==> config.mk <==
export PLATFORM = sky130hd
export DESIGN_NAME = frame_window_sched
export DESIGN_NICKNAME = d
export VERILOG_FILES = /design/src/rtl/frame_window_sched.sv
export SDC_FILE = /design/constraint.sdc
export NUM_CORES = 1
export LEC_CHECK = 0
export CORE_MARGIN = 2
export CORE_UTILIZATION = 45
export CTS_CLUSTER_SIZE = 16
export DETAILED_ROUTE_END_ITERATION = 12
export MAX_ROUTING_LAYER = met4
export PLACE_DENSITY = 0.83
export SLEW_MARGIN = 10
export SYNTH_ARGS = -nofsm -noshare
export SYNTH_HDL_FRONTEND = slang
export SYNTH_SLANG_ARGS = --single-unit
==> constraint.sdc <==
create_clock -name iClk -period 2.3 [get_ports iClk]
set_clock_uncertainty 0.05 [all_clocks]
set_input_delay 0.23 -clock iClk [delete_from_list [all_inputs] [get_ports iClk]]
set_output_delay 0.23 -clock iClk [all_outputs]
set_load 0.05 [all_outputs]
==> src/rtl/frame_window_sched.sv <==
// frame_window_sched: per-frame load/start/filter/done sequencer owning the shared frame-BRAM port
module frame_window_sched #(
   parameter int DATA_W      = 24,
   parameter int ADDR_W      = 17,
   parameter int WIDTH       = 480,
   parameter int HEIGHT      = 272,
   parameter int DEPTH       = WIDTH * HEIGHT,
   parameter int START_HOLD  = 4,
   parameter int TIMEOUT_CYC = 1024
) (
   input  logic              iClk,
   input  logic              iRst,
   input  logic              iLoadReq,
   input  logic              iRunReq,
   input  logic              iErrClr,
   input  logic              iWrEn,
   input  logic [ADDR_W-1:0] iWrAddr,
   input  logic [DATA_W-1:0] iWrData,
   input  logic              iWinCs,
   input  logic [ADDR_W-1:0] iWinAddr,
   input  logic              iWinValid,
   output logic              oWinStart,
   output logic              oBramCs,
   output logic              oBramWe,
   output logic [ADDR_W-1:0] oBramAddr,
   output logic [DATA_W-1:0] oBramWdata,
   output logic              oLoadBusy,
   output logic              oFrameDone,
   output logic [19:0]       oValidCnt,
   output logic              oErr,
   output logic [2:0]        oState
);
   localparam int HW = $clog2(START_HOLD + 1);
   localparam int TW = $clog2(TIMEOUT_CYC + 1);
   localparam logic [ADDR_W:0] DEPTH_W   = (ADDR_W + 1)'(DEPTH);
   localparam logic [ADDR_W:0] LOAD_LAST = (ADDR_W + 1)'(DEPTH - 1);
   localparam logic [HW-1:0]   HOLD_LAST = HW'(START_HOLD - 1);
   localparam logic [TW-1:0]   TMO_LAST  = TW'(TIMEOUT_CYC - 1);

   typedef enum logic [2:0] {IDLE = 3'd0, LOAD = 3'd1, START = 3'd2, FILTER = 3'd3, DONE = 3'd4} state_t;

   state_t          state;
   logic [ADDR_W:0] load_cnt;
   logic [HW-1:0]   hold_cnt;
   logic [TW-1:0]   tmo_cnt;
   logic [19:0]     valid_cnt;
   logic            seen, valid_d, win_start, frame_done, err;
   logic            wr_ok, timeout, err_set;

   assign wr_ok   = (state == LOAD) && iWrEn && ({1'b0, iWrAddr} < DEPTH_W);
   assign timeout = (state == FILTER) && !seen && (tmo_cnt == TMO_LAST);
   assign err_set = (iWrEn && !wr_ok) || ((iLoadReq || iRunReq) && state != IDLE) || timeout;

   always_ff @(posedge iClk or negedge iRst) begin
      if (!iRst) begin
         state      <= IDLE;
         load_cnt   <= '0;
         hold_cnt   <= '0;
         tmo_cnt    <= '0;
         valid_cnt  <= '0;
         seen       <= 1'b0;
         valid_d    <= 1'b0;
         win_start  <= 1'b0;
         frame_done <= 1'b0;
         err        <= 1'b0;
      end else begin
         err        <= err_set || (err && !iErrClr);
         valid_d    <= iWinValid;
         frame_done <= 1'b0;
         case (state)
            IDLE:
               if (iLoadReq) begin
                  state    <= LOAD;
                  load_cnt <= '0;
               end else if (iRunReq) begin
                  state     <= START;
                  hold_cnt  <= '0;
                  valid_cnt <= '0;
                  win_start <= 1'b1;
               end
            LOAD:
               if (wr_ok) begin
                  load_cnt <= load_cnt + 1'b1;
                  if (load_cnt == LOAD_LAST) begin
                     state     <= START;
                     hold_cnt  <= '0;
                     valid_cnt <= '0;
                     win_start <= 1'b1;
                  end
               end
            START:
               if (hold_cnt == HOLD_LAST) begin
                  state     <= FILTER;
                  win_start <= 1'b0;
                  seen      <= 1'b0;
                  tmo_cnt   <= '0;
                  // valid already high on entry still counts as a rising edge
                  valid_d   <= 1'b0;
               end else
                  hold_cnt <= hold_cnt + 1'b1;
            FILTER: begin
               if (iWinValid && valid_cnt != '1) valid_cnt <= valid_cnt + 1'b1;
               if (iWinValid && !valid_d) seen <= 1'b1;
               if (!seen) tmo_cnt <= tmo_cnt + 1'b1;
               if ((seen && valid_d && !iWinValid) || timeout) begin
                  state      <= DONE;
                  frame_done <= 1'b1;
               end
            end
            DONE:    state <= IDLE;
            default: state <= IDLE;
         endcase
      end
   end

   assign oBramCs    = wr_ok || (state == FILTER && iWinCs);
   assign oBramWe    = wr_ok;
   assign oBramAddr  = state == LOAD ? iWrAddr : state == FILTER ? iWinAddr : '0;
   assign oBramWdata = state == LOAD ? iWrData : '0;
   assign oWinStart  = win_start;
   assign oFrameDone = frame_done;
   assign oValidCnt  = valid_cnt;
   assign oErr       = err;
   assign oLoadBusy  = state == LOAD;
   assign oState     = state;
endmodule

# After elaboration in Yosys (flattened, before gate mapping)
# Index checks and enable logic that the tools add are counted.
word_totals:
  regBits: 60
  output_inout_bits: 70
  wordCells: 110
  input_bits: 66
classes:
  reduce_logical: 36
  magnitude_cmp: 1
  muxes: 40
  eq_ne: 19
  addsub: 4
ops:
  columns: ["cell", "count"]
  rows:
  - ["20-bit two-way mux", 5]
  - ["20-bit case mux with 3 select lines", 1]
  - ["18-bit two-way mux", 2]
  - ["18-bit case mux with 2 select lines", 1]
  - ["17-bit two-way mux", 2]
  - ["3-bit two-way mux", 11]
  - ["24-bit two-way mux", 1]
  - ["11-bit two-way mux", 2]
  - ["11-bit case mux with 2 select lines", 1]
  - ["20-bit by 1-bit adder with 20-bit output (second input constant)", 1]
  - ["20-bit inequality test (second input constant)", 1]
  - ["18-bit by 1-bit adder with 18-bit output (second input constant)", 1]
  - ["18-bit by 17-bit equality test with 1-bit output (second input constant)", 1]
  - ["6-bit AND reduction", 3]
  - ["17-bit < comparator (second input constant)", 1]
  - ["1-bit logical AND", 12]
  - ["2-bit inequality test (second input constant)", 6]
  - ["3-bit case mux with 4 select lines", 1]
  - ["11-bit by 1-bit adder with 11-bit output (second input constant)", 1]
  - ["11-bit by 10-bit equality test with 1-bit output (second input constant)", 1]
  - ["1-bit two-way mux", 10]
  - ["2-bit by 1-bit inequality test with 1-bit output (second input constant)", 5]
  - ["3-bit by 2-bit equality test with 1-bit output (second input constant)", 3]
  - ["3-bit case mux with 3 select lines", 1]
  - ["12 further kinds", 26]

# Logic depth before layout (Yosys ltp)
# Gate-level depths: netlist (run 1).
depth:
  depth_word: 8
  mapped_depth: 9
  ltp_nobuf: 6

# Worst setup path before layout (run 1)
# No wires, ideal clock.
synth_timing:
  path_type: "reg-to-output"
  start: "register state[2] (netlist: oState[2])"
  end: "output port oBramWdata[14]"
  setup_slack_ns: -0.310
  arrival_ns: 2.330
  path_stages_with_launch: 5
  t_required_ns: 2.020
  n_path_buf: 2
  cell_sequence: "dfrtp_1 -> buf_2 -> nor3b_4 -> clkbuf_1 -> and2_1"
synth_via:
  elab_chain_cells: 2
synth_lines:
  columns: ["element", "line_no", "source"]
  rows:
  - ["from (decl)", "42", "state_t state;"]
  - ["from (signal assigned)", "56", "state <= IDLE;"]
  - ["from (signal assigned)", "73", "state <= LOAD;"]
  - ["from (signal assigned)", "76", "state <= START;"]
  - ["3-bit by 1-bit equality test with 1-bit output", null, null]
  - ["via oLoadBusy", "27", "output logic oLoadBusy,"]
  - ["24-bit two-way mux", "119", "assign oBramWdata = state == LOAD ? iWrData : '0;"]
  - ["to (decl)", "26", "output logic [DATA_W-1:0] oBramWdata,"]
# The timed path passes the listed nets, and every way through them passes these cells.

# Worst setup path in the final report (run 1)
layout_timing:
  start: "register state[2] (netlist: oState[2])"
  end: "output port oBramAddr[6]"
layout_via:
  elab_chain_cells: 3
  word_cells_on_any_way: 4
  cone_classes: "eq/ne (2); mux (2)"
layout_lines:
  columns: ["element", "line_no", "source"]
  rows:
  - ["3-bit by 2-bit equality test with 1-bit output", "118", "assign oBramAddr = state == LOAD ? iWrAddr : state == FILTER ? iWinAddr : '0;"]
  - ["17-bit two-way mux", "118", null]
  - ["17-bit two-way mux *", "118", null]
  - ["to (decl)", "25", "output logic [ADDR_W-1:0] oBramAddr,"]
# Every way passes the cells marked *; elsewhere a longest branch is shown, timed or not.

==> metrics.txt, run 1 <==
# TYPE chip_impl_metric gauge
chip_impl_metric{name="p_leak",unit="nW"} 2.51
chip_impl_metric{name="synth_compound_area_share",unit="%"} 22.6
chip_impl_metric{name="number_of_global_route_vias_before_repair",unit=""} 3993
chip_impl_metric{name="groute.usage.overall",unit="%"} 27.8
chip_impl_info{name="cts_tree",value="yes"} 1
chip_impl_metric{name="grt_pass1_wl",unit="µm"} 18900
chip_impl_metric{name="via_count",unit=""} 3951
chip_impl_metric{name="fill_cells",unit=""} 538
chip_impl_metric{name="async_flop_share",unit="%"} 100
chip_impl_metric{name="multi_input_comb_area",unit="mm²"} 0.00213
chip_impl_metric{name="initial_utilization",unit="%"} 46.0
chip_impl_info{name="worstSetupPathType",value="reg -> out"} 1
chip_impl_metric{name="post_synth_mux_area_share",unit="%"} 1.20
chip_impl_metric{name="combPwrFrac",unit="%"} 62.7
chip_impl_metric{name="r2r_setup_slack",unit="ns"} 0.13
chip_impl_info{name="timing.critical_path.to_type",value="output pin"} 1
chip_impl_metric{name="design_internal_power",unit="mW"} 3.71
chip_impl_metric{name="finalCriticalPeriod",unit="ns"} 2.22
chip_impl_metric{name="post-route-drc-count",unit=""} 0
chip_impl_metric{name="worst-path-max-fanout",unit=""} 31
chip_impl_metric{name="setup-violations-final",unit=""} 0
chip_impl_metric{name="clock_sinks",unit=""} 60
chip_impl_metric{name="max-slew-margin-rel",unit="%"} 49.6
chip_impl_metric{name="syn_avg_cell_area",unit="µm²"} 9.07
chip_impl_metric{name="ir_worst_vdd",unit="V"} 0.000721
chip_impl_metric{name="worst-slew-pin-transition",unit="ns"} 0.754
chip_impl_metric{name="pin_count",unit=""} 136
chip_impl_metric{name="layout-area-overhead-vs-synth",unit="%"} 63.4
chip_impl_metric{name="cts_max_path_bufs",unit=""} 2
chip_impl_info{name="clock-root-buffer",value="sky130_fd_sc_hd__clkbuf_8"} 1
chip_impl_metric{name="max_freq",unit="MHz"} 451
chip_impl_metric{name="clk_transition_reported_paths",unit="ns"} 0.08
chip_impl_info{name="startpoint_type",value="register"} 1
chip_impl_info{name="run_status",value="finished, final reports clean"} 1
chip_impl_metric{name="syn-instance-count",unit=""} 415
chip_impl_metric{name="synth.lib_cells_used.distinct",unit=""} 56
chip_impl_metric{name="power_frac_seq",unit="%"} 21.3
chip_impl_metric{name="finalWeightedCongestion",unit=""} 0.918
chip_impl_metric{name="yosys_register_bits",unit=""} 60
chip_impl_metric{name="hpwl_after_dpl",unit="µm"} 9100
chip_impl_metric{name="layout_worst_path_cycle_share",unit="%"} 96.3
chip_impl_metric{name="grt-ovfl-total",unit=""} 0
chip_impl_metric{name="power_frac_clock",unit="%"} 16.1
chip_impl_metric{name="synth_simple_gate_area_share",unit="%"} 25.4
chip_impl_metric{name="yosys.area_share.adder",unit="%"} 1.66
chip_impl_metric{name="max_cap_violations",unit=""} 0
chip_impl_metric{name="drtIter0Drc",unit=""} 231
chip_impl_info{name="largest_family_of_logic_cells_by_synthesized_area",value="simple AND/OR/NAND/NOR gates"} 1
chip_impl_metric{name="crit_arrival",unit="ns"} 1.94
chip_impl_metric{name="p_sw",unit="mW"} 3.09
chip_impl_metric{name="final_core_density",unit="%"} 75.2
chip_impl_metric{name="finish.net_count",unit=""} 644
chip_impl_metric{name="synth-seq-area-share",unit="%"} 39.9
chip_impl_metric{name="route.detailed.wl_per_inst",unit="µm"} 17.4
chip_impl_metric{name="final.setup.tns",unit="ns"} 0
chip_impl_metric{name="tritonroute_pass_1_iters",unit=""} 5
chip_impl_metric{name="insertedDiodeCount",unit=""} 0
chip_impl_metric{name="sequential_cell_area",unit="mm²"} 0.00151
chip_impl_metric{name="clock_insertion_delay_worst_skew",unit="ns"} 0.36
chip_impl_metric{name="totalWireLength",unit="µm"} 11900
chip_impl_metric{name="drv_slew",unit=""} 0
chip_impl_metric{name="synthXorXnorAreaFrac",unit="%"} 4.66
chip_impl_info{name="synth_top_flop_cell",value="sky130_fd_sc_hd__dfrtp_1"} 1
chip_impl_info{name="min-delay-path-class",value="in -> async"} 1
chip_impl_metric{name="hold_violations",unit=""} 0
chip_impl_metric{name="floorplan.rows",unit=""} 33
chip_impl_metric{name="grt_max_degree",unit=""} 45
chip_impl_metric{name="yosys_warnings",unit=""} 0
chip_impl_metric{name="ctsHtreeMaxLevel",unit=""} 3
chip_impl_metric{name="drive_above_1_share",unit="%"} 23.4
chip_impl_metric{name="drt.antenna.violating_nets",unit=""} 0
chip_impl_metric{name="floorplan.core_area",unit="mm²"} 0.00818
chip_impl_metric{name="critical_path_required",unit="ns"} 2.02
chip_impl_metric{name="synth-edff-count",unit=""} 0
chip_impl_metric{name="cts_made_buffers",unit=""} 9
chip_impl_metric{name="die_x",unit="µm"} 95.4
chip_impl_metric{name="power_per_cell_area",unit="mW/mm²"} 1110
chip_impl_metric{name="post_synthesis_net_count",unit=""} 486
chip_impl_metric{name="post_cts_buffers",unit=""} 0
chip_impl_metric{name="placement.io_buffers",unit=""} 135
chip_impl_metric{name="dieArea",unit="mm²"} 0.00911
chip_impl_metric{name="power.switching_fraction",unit="%"} 45.4
chip_impl_info{name="setup_repair_after_global_routing_missed_its_margin",value="false"} 1
chip_impl_metric{name="synth_area",unit="mm²"} 0.00376
chip_impl_metric{name="fp.dieH",unit="µm"} 95.4
chip_impl_metric{name="antenna_found_initial",unit=""} 0
chip_impl_metric{name="vias_per_cell",unit=""} 5.78
## state kept, by name, summed over array words and instances (netlist names)
| name | flops |
|---|---|
| hold_cnt | 3 |
| load_cnt | 18 |
| oErr | 1 |
| oFrameDone | 1 |
| oState | 3 |
| oValidCnt | 20 |
| oWinStart | 1 |
| seen | 1 |
| tmo_cnt | 11 |
| valid_d | 1 |
## metal layers
| layer | GRT usage (%) | wire (µm) |
|---|---|---|
| met3 | 6.01 | 753 |
| met4 | 12.4 | 313 |
| met1 | 30.7 | 4520 |
| met5 | - | 0 |
| met2 | 48.0 | 6270 |
## synthesized netlist by cell type (all sizes together) (4+ instances only)
cell / number / area share (%)
ha: 5 / 1.7
nor3: 8 / 1.1
nor2: 43 / 4.3
inv: 10 / 1.0
buf: 12 / 2.1
a41oi: 13 / 3.0
and3: 10 / 1.7
nor2b: 4 / 0.67
o21ai: 18 / 2.4
and2: 26 / 4.3
clkbuf: 14 / 1.4
a211oi: 6 / 1.6
nand3: 15 / 2.0
o41ai: 7 / 1.6
or2: 4 / 0.67
or3: 5 / 0.83
nor4: 6 / 1.2
dfrtp: 60 / 40
a22o: 18 / 4.2
a21oi: 15 / 2.0
a31oi: 9 / 1.5
xnor2: 16 / 3.7
xor2: 4 / 0.93
nand4: 15 / 2.5
nand2: 39 / 3.9
## worst max-delay path, cell delays in order (launching register included)
cell and delay, ns:
sky130_fd_sc_hd__dfrtp_2 0.46, sky130_fd_sc_hd__buf_4 0.18, sky130_fd_sc_hd__nor2b_1 0.17, sky130_fd_sc_hd__and2_4 0.19, sky130_fd_sc_hd__buf_12 0.19, sky130_fd_sc_hd__a22o_1 0.22
sky130_fd_sc_hd__buf_12 0.15
## per-stage QoR
| step | setup slack [ns] | hold slack [ns] | instance area [µm²] | total power [mW] | std cells |
|---|---|---|---|---|---|
| after floorplan | 0.000224 | -0.116 | 3790 | 3.76 | 415 |
| after global placement | -0.140 | 0.212 | 5860 | 5.55 | 666 |
| after detailed placement | -0.221 | 0.222 | 5860 | 5.63 | 666 |
| after CTS | 0.0130 | 0.384 | 6110 | 6.76 | 683 |
| after global routing | 0.00112 | 0.451 | 6150 | 7.09 | 683 |
| final | 0.0840 | 0.361 | 6150 | 6.80 | 683 |
## area by class of cell
type	count	share of cell area (%)
sequential	60	24.6
multi-input combinational	319	34.6
inverter	10	0.672
clock buffer	10	2.24
tap	105	2.14
clock inverter	6	1.40
timing repair buffer	173	34.4
## power by group through the flow
| stage | Clock, mW | Sequential (mW) | Combinational, mW |
|---|---|---|---|
| CTS | 1.10 | 1.44 | 4.22 |
| floorplan | 0 | 1.61 | 2.15 |
| global route | 1.14 | 1.48 | 4.47 |
| detailed placement | 0 | 1.46 | 4.18 |
| global placement | 0 | 1.44 | 4.11 |
| finish | 1.09 | 1.45 | 4.26 |
## path summary, 6_finish.rpt
check,to,from,cells past startpoint
setup / recovery,oBramAddr[6],oState[2],6
hold / removal,tmo_cnt[7],iRst,2
setup reg to reg,load_cnt[7],oState[1],7
hold reg to reg,tmo_cnt[5],tmo_cnt[5],1
max in group asynchronous,oState[1],iRst,3
min in group iClk,oErr,iErrClr,3
## cells in the final DEF (no fill, tap or decap), types with 5 or more instances in the layout
cell,synthesis,routed
sky130_fd_sc_hd__clkdlybuf4s50_1,0,90
sky130_fd_sc_hd__dfrtp_1,60,54
sky130_fd_sc_hd__buf_12,0,47
sky130_fd_sc_hd__nor2_1,43,43
sky130_fd_sc_hd__nand2_1,39,39
sky130_fd_sc_hd__buf_4,3,34
sky130_fd_sc_hd__a22o_1,18,17
sky130_fd_sc_hd__and2_1,26,16
sky130_fd_sc_hd__xnor2_1,16,16
sky130_fd_sc_hd__nand4_1,15,15
sky130_fd_sc_hd__nand3_1,15,15
sky130_fd_sc_hd__a21oi_1,15,15
sky130_fd_sc_hd__o21ai_0,13,13
sky130_fd_sc_hd__a41oi_1,13,13
sky130_fd_sc_hd__and3_1,10,10
sky130_fd_sc_hd__clkbuf_8,0,10
sky130_fd_sc_hd__inv_1,10,9
sky130_fd_sc_hd__and2_2,0,9
sky130_fd_sc_hd__a31oi_1,9,9
sky130_fd_sc_hd__nor3_1,8,8
sky130_fd_sc_hd__o41ai_1,7,6
sky130_fd_sc_hd__dfrtp_2,0,6
sky130_fd_sc_hd__or3_1,5,5
sky130_fd_sc_hd__nor4_1,5,5
sky130_fd_sc_hd__o21ai_1,5,5
sky130_fd_sc_hd__ha_1,5,5
## cell families (layout without fill, tap and decap cells)
kind of cell             after synthesis  in the layout
AND/OR/NAND/NOR                      185            185
AO/OA/AOI/OAI                        106            106
flip-flops                            60             60
buffers and inverters                 36            199
XOR/XNOR                              20             20
adder cells (fa/ha/maj)                5              5
multiplexers                           3              3
## timing repair
item / CTS / global route
pin swaps: 0 / 1
hold buffers: 1 / 0
endpoints found under the setup margin: 46 / 36
gates resized for setup: 4 / 6
hold endpoints to repair: 24 / 0
Note: power is estimated with default switching activity, not from simulation.
==> inputs of run 2 (changes only) <==
--- a/config.mk
+++ b/config.mk
@@ -9,6 +9,7 @@
 export CORE_UTILIZATION = 45
 export CTS_CLUSTER_SIZE = 16
 export DETAILED_ROUTE_END_ITERATION = 12
+export HOLD_SLACK_MARGIN = 0.02
 export MAX_ROUTING_LAYER = met4
 export PLACE_DENSITY = 0.83
 export SLEW_MARGIN = 10
==> results of run 2 <==
Final layout, timing and power as in run 1 (identical DEF).
